**src/rtl/usrt_pkg.sv**
```systemverilog
// Shared USRT definitions: frame layout, parity modes and field indices used by the RX and TX paths.
package usrt_pkg;

    localparam int unsigned DATA_W   = 8;
    localparam int unsigned FRAME_W  = DATA_W + 3;
    localparam int unsigned PAR_BIT  = 8;
    localparam int unsigned STOP_BIT = 9;
    localparam int unsigned RSVD_BIT = 10;

    // Mode 2'b11 is a second encoding of "no parity".
    typedef enum logic [1:0] {
        PAR_NONE     = 2'b00,
        PAR_EVEN     = 2'b01,
        PAR_ODD      = 2'b10,
        PAR_NONE_ALT = 2'b11
    } par_mode_t;

    // Field order matches the shift-register capture: payload in the low bits.
    typedef struct packed {
        logic              rsvd;
        logic              stop;
        logic              par;
        logic [DATA_W-1:0] data;
    } rx_frame_t;

    function automatic logic par_check_en(input par_mode_t mode);
        return (mode == PAR_EVEN) || (mode == PAR_ODD);
    endfunction

endpackage

```
**src/rtl/parity_gen.sv**
```systemverilog
// Expected parity bit for a payload under the selected mode; shared between RX check and TX generation.
module parity_gen
    import usrt_pkg::*;
(
    input  logic [DATA_W-1:0] data,
    input  logic [1:0]        mode,
    output logic              par_bit_c
);

    always_comb begin
        par_bit_c = 1'b0;
        case (par_mode_t'(mode))
            PAR_EVEN: par_bit_c = ^data;
            PAR_ODD:  par_bit_c = ~(^data);
            default:  par_bit_c = 1'b0;
        endcase
    end

endmodule

```
**src/rtl/rx_parity.sv**
```systemverilog
// Receive-side parity checker: strips the captured frame to its payload and registers a parity verdict.
// Optional stop-bit check enabled by defining RXPARITY_FRAME_CHECK_EN (adds o_FrameErr).
module rx_parity
    import usrt_pkg::*;
(
    input  logic               i_Pclk,
    input  logic               i_Rst,
    input  logic [1:0]         i_Parity,
    input  logic [FRAME_W-1:0] i_Data,
    output logic [DATA_W-1:0]  o_Data,
    output logic               o_ParityOK
`ifdef RXPARITY_FRAME_CHECK_EN
    ,
    output logic               o_FrameErr
`endif
);

    rx_frame_t frame_c;
    par_mode_t mode_c;
    logic      par_exp_c;
    logic      par_ok_c;

    assign frame_c = rx_frame_t'(i_Data);
    assign mode_c  = par_mode_t'(i_Parity);

    parity_gen u_parity_gen (
        .data      (frame_c.data),
        .mode      (i_Parity),
        .par_bit_c (par_exp_c)
    );

    // Modes without parity always report good; the received parity bit is don't-care there.
    assign par_ok_c = ~par_check_en(mode_c) | (frame_c.par == par_exp_c);

    always_ff @(posedge i_Pclk) begin
        if (i_Rst) begin
            o_Data     <= '0;
            o_ParityOK <= 1'b0;
        end else begin
            o_Data     <= frame_c.data;
            o_ParityOK <= par_ok_c;
        end
    end

`ifdef RXPARITY_FRAME_CHECK_EN
    // Stop bit must be 1; verdict is independent of the parity mode.
    always_ff @(posedge i_Pclk) begin
        if (i_Rst) begin
            o_FrameErr <= 1'b0;
        end else begin
            o_FrameErr <= ~frame_c.stop;
        end
    end

    logic unused_bits_c;
    assign unused_bits_c = frame_c.rsvd;
`else
    logic unused_bits_c;
    assign unused_bits_c = &{1'b0, frame_c.rsvd, frame_c.stop};
`endif

endmodule

```
**config.mk**
```make
export PLATFORM = sky130hd
export DESIGN_NAME = rx_parity
export DESIGN_NICKNAME = d
export VERILOG_FILES = /design/src/rtl/usrt_pkg.sv /design/src/rtl/parity_gen.sv /design/src/rtl/rx_parity.sv
export SDC_FILE = /design/constraint.sdc
export NUM_CORES = 1
export LEC_CHECK = 0
export CORE_AREA = 2 2 39 41
export CTS_CLUSTER_SIZE = 40
export DETAILED_ROUTE_END_ITERATION = 7
export DIE_AREA = 0 0 41 43
export GPL_ROUTABILITY_DRIVEN = 0
export GPL_TIMING_DRIVEN = 0
export PLACE_DENSITY = 0.64
export SYNTH_ARGS = -nofsm -noshare
export SYNTH_HDL_FRONTEND = slang
export SYNTH_SLANG_ARGS = --single-unit
```
**constraint.sdc**
```tcl
create_clock -name i_Pclk -period 1.9 [get_ports i_Pclk]
set_clock_uncertainty 0.1 [all_clocks]
set_input_delay 0.285 -clock i_Pclk [delete_from_list [all_inputs] [get_ports i_Pclk]]
set_output_delay 0.285 -clock i_Pclk [all_outputs]
set_load 0.03 [all_outputs]
```
==> results of run 1 <==
## final timing paths
kind                           endpoint  slack [ns]      start
setup / recovery  o_ParityOK$_SDFF_PP0_        0.27  i_Data[6]
hold / removal     o_Data[7]$_SDFF_PP0_        0.52  i_Data[7]
## kinds of logic after synthesis
family          count (synthesis)
flops                           9
fa+ha+maj                       2
xor+xnor                        7
buf+inv                         2
compound gates                  1
simple gates                   13
## through the flow
| step | setup TNS [ns] | worst slack (ns) | cells |
|---|---|---|---|
| finish | 0 | 0.272 | 75 |
| global route | 0 | 0.0855 | 75 |
| CTS | 0 | 0.262 | 75 |
| detailed placement | -0.0116 | -0.0116 | 71 |
| global placement | 0 | 0.0396 | 71 |
| floorplan | 0 | 0.622 | 34 |
## worst max-delay path, delay by kind of cell
family | cells | cell delay (ns)
xor gates and xnor gates | 3 | 0.54
buffers and inverters | 1 | 0.48
and+or+nand+nor | 2 | 0.38
## cell type report
cell class	count	area (um2)
clock buffers	4	26.3
fillers	157	757
inverters	2	7.51
multi-input cells	23	183
flip-flops and latches	9	180
well taps	16	20.0
repair buffers	21	210
## cell usage after synthesis, drive strengths merged
master  instances  area, um2
xnor2           6       52.6
nor2b           8       50.1
o21ai           1       5.00
ha              2       25.0
xor2            1       8.76
nor4b           3       26.3
dfxtp           9        180
inv             2       7.51
nor3b           2       15.0
## sequential cells by signal, indices dropped and copies added, names as in the netlist
name and cells:
o_ParityOK 1, o_Data 8
## power by group
part	internal, mW	switching [mW]
combinational	0.0702	0.0622
sequential	0.201	0.00274
clock	0.0811	0.0692
## routing by layer
layer | vias up | part of all wire [%] | routed length, um | track usage (%)
li1 | 159 | - | - | -
met1 | 153 | 34 | 255 | 9.03
met2 | 11 | 58 | 435 | 16.6
met3 | 2 | 4.7 | 35 | 3.14
met4 | 0 | 2.4 | 18 | 10.0
met5 | - | 0 | 0 | 0
==> metrics.yaml, run 1 <==
critical_path:
  end_kind: "flop"
  crit_arrival_ns: 1.69
  cp_max_fo: 3
  crit_required_ns: 1.96
  path_cells: "clkdlybuf4s50_1, xor2_1, xnor2_1, xnor2_1, nor4b_1, nor4b_1"
  start_kind: "input port"
  cpMaxStageDelayCell: "clkdlybuf4s50_1"
  slowest_delay_ns: 0.48
  worstSetupPathType: "in2reg"
power_and_ir_drop:
  leakage_nw: 0.237
  vdd_ir_drop_max_mv: 0.311
  pwr_density_cell_nw_per_um2: 777
  total_power_mw: 0.487
layout:
  drive_gt1_share_pct: 5.08
  synthToLayoutAreaGrowth_pct: 69.3
  fin_area_um2: 627
  mostFrequentLayoutCell: "clkdlybuf4s50_1"
  final_nets: 77
  layout_common_cells: "clkdlybuf4s50_1 (21), dfxtp_1 (9), nor2b_1 (8)"
  antenna_cells: 0
  final_util_pct: 45.3
detailed_routing:
  ant_nets: 0
  wire_per_inst_um: 9.92
  routed_via_density: 4.33
  drc: 0
  wl_um: 744
  vias: 325
  dr.pass1.iters: 4
  first_iter_violations: 1
placement:
  place_area_um2: 601
  port_buffers: 21
  dp_hpwl_um: 547
timing:
  timing.hold.ws_ns: 0.521
  rsz0062_at_grt: "false"
  slew_headroom_pct: 77.8
  max_slew.worst_pin.slew_ns: 0.331
  finalSetupViolCount: 0
  drv_slew: 0
  period_needed_ns: 1.63
  max_freq_mhz: 614
  finalHoldViolations: 0
  timing.final.crit_share_pct: 85.7
clock_network:
  cts_buffer_depth: 2
  cts_resized: 0
  htreeDepth: 1
  postCtsHoldBufs: 0
  cts_tree: "done"
  numCtsBuffers: 3
  cts_root_buf: "clkbuf_4"
  clkSinkCount: 9
  cts_post_setup_buffers_inserted: 0
  clkSlewWorstSetupHoldPaths_ns: 0.06
synthesis:
  yosys.area_share.adder_pct: 6.76
  syn_nets: 51
  synth_compound_gate_area_share_pct: 1.35
  synth.cell_area_um2: 370
  ys_warn_count: 0
  avgSynthCellArea_um2: 10.9
  synth_top_family_by_area: "simple AND/OR/NAND/NOR gates"
  muxShareOfSynthArea_pct: 0
  synth-xor-area-share_pct: 16.6
  ys_ff_latch: 9
  seq_area_frac_synth_pct: 48.6
  synth_cells: 34
  yosys.area_share.simple_pct: 24.7
  synthDistinctLibCells: 9
floorplanning:
  rows: 14
  fp.dieW_um: 41
  ios: 24
  die_h_um: 43
  die_area_um2: 1760
  start_util_pct: 26.8
  coreArea_um2: 1380
global_routing:
  grt-ovfl-total: 0
  grt_pass1_wl_um: 1110
  grt_pass1_vias: 285
  antenna_found_initial: 0
  grt_max_degree: 10
  track_usage_pct: 10.3
job:
  drv_cap: 0
hold_path:
  hp-class: "in2reg"
  min_path_cells: 2
outcome:
  status: "completed"
(Power assumes the default switching activity.)
==> inputs of run 2 (changes only) <==
TNS_END_PERCENT = 1   (was default)
==> results of run 2 <==
Same layout as run 1: the final DEF is identical, and so are final timing and power.
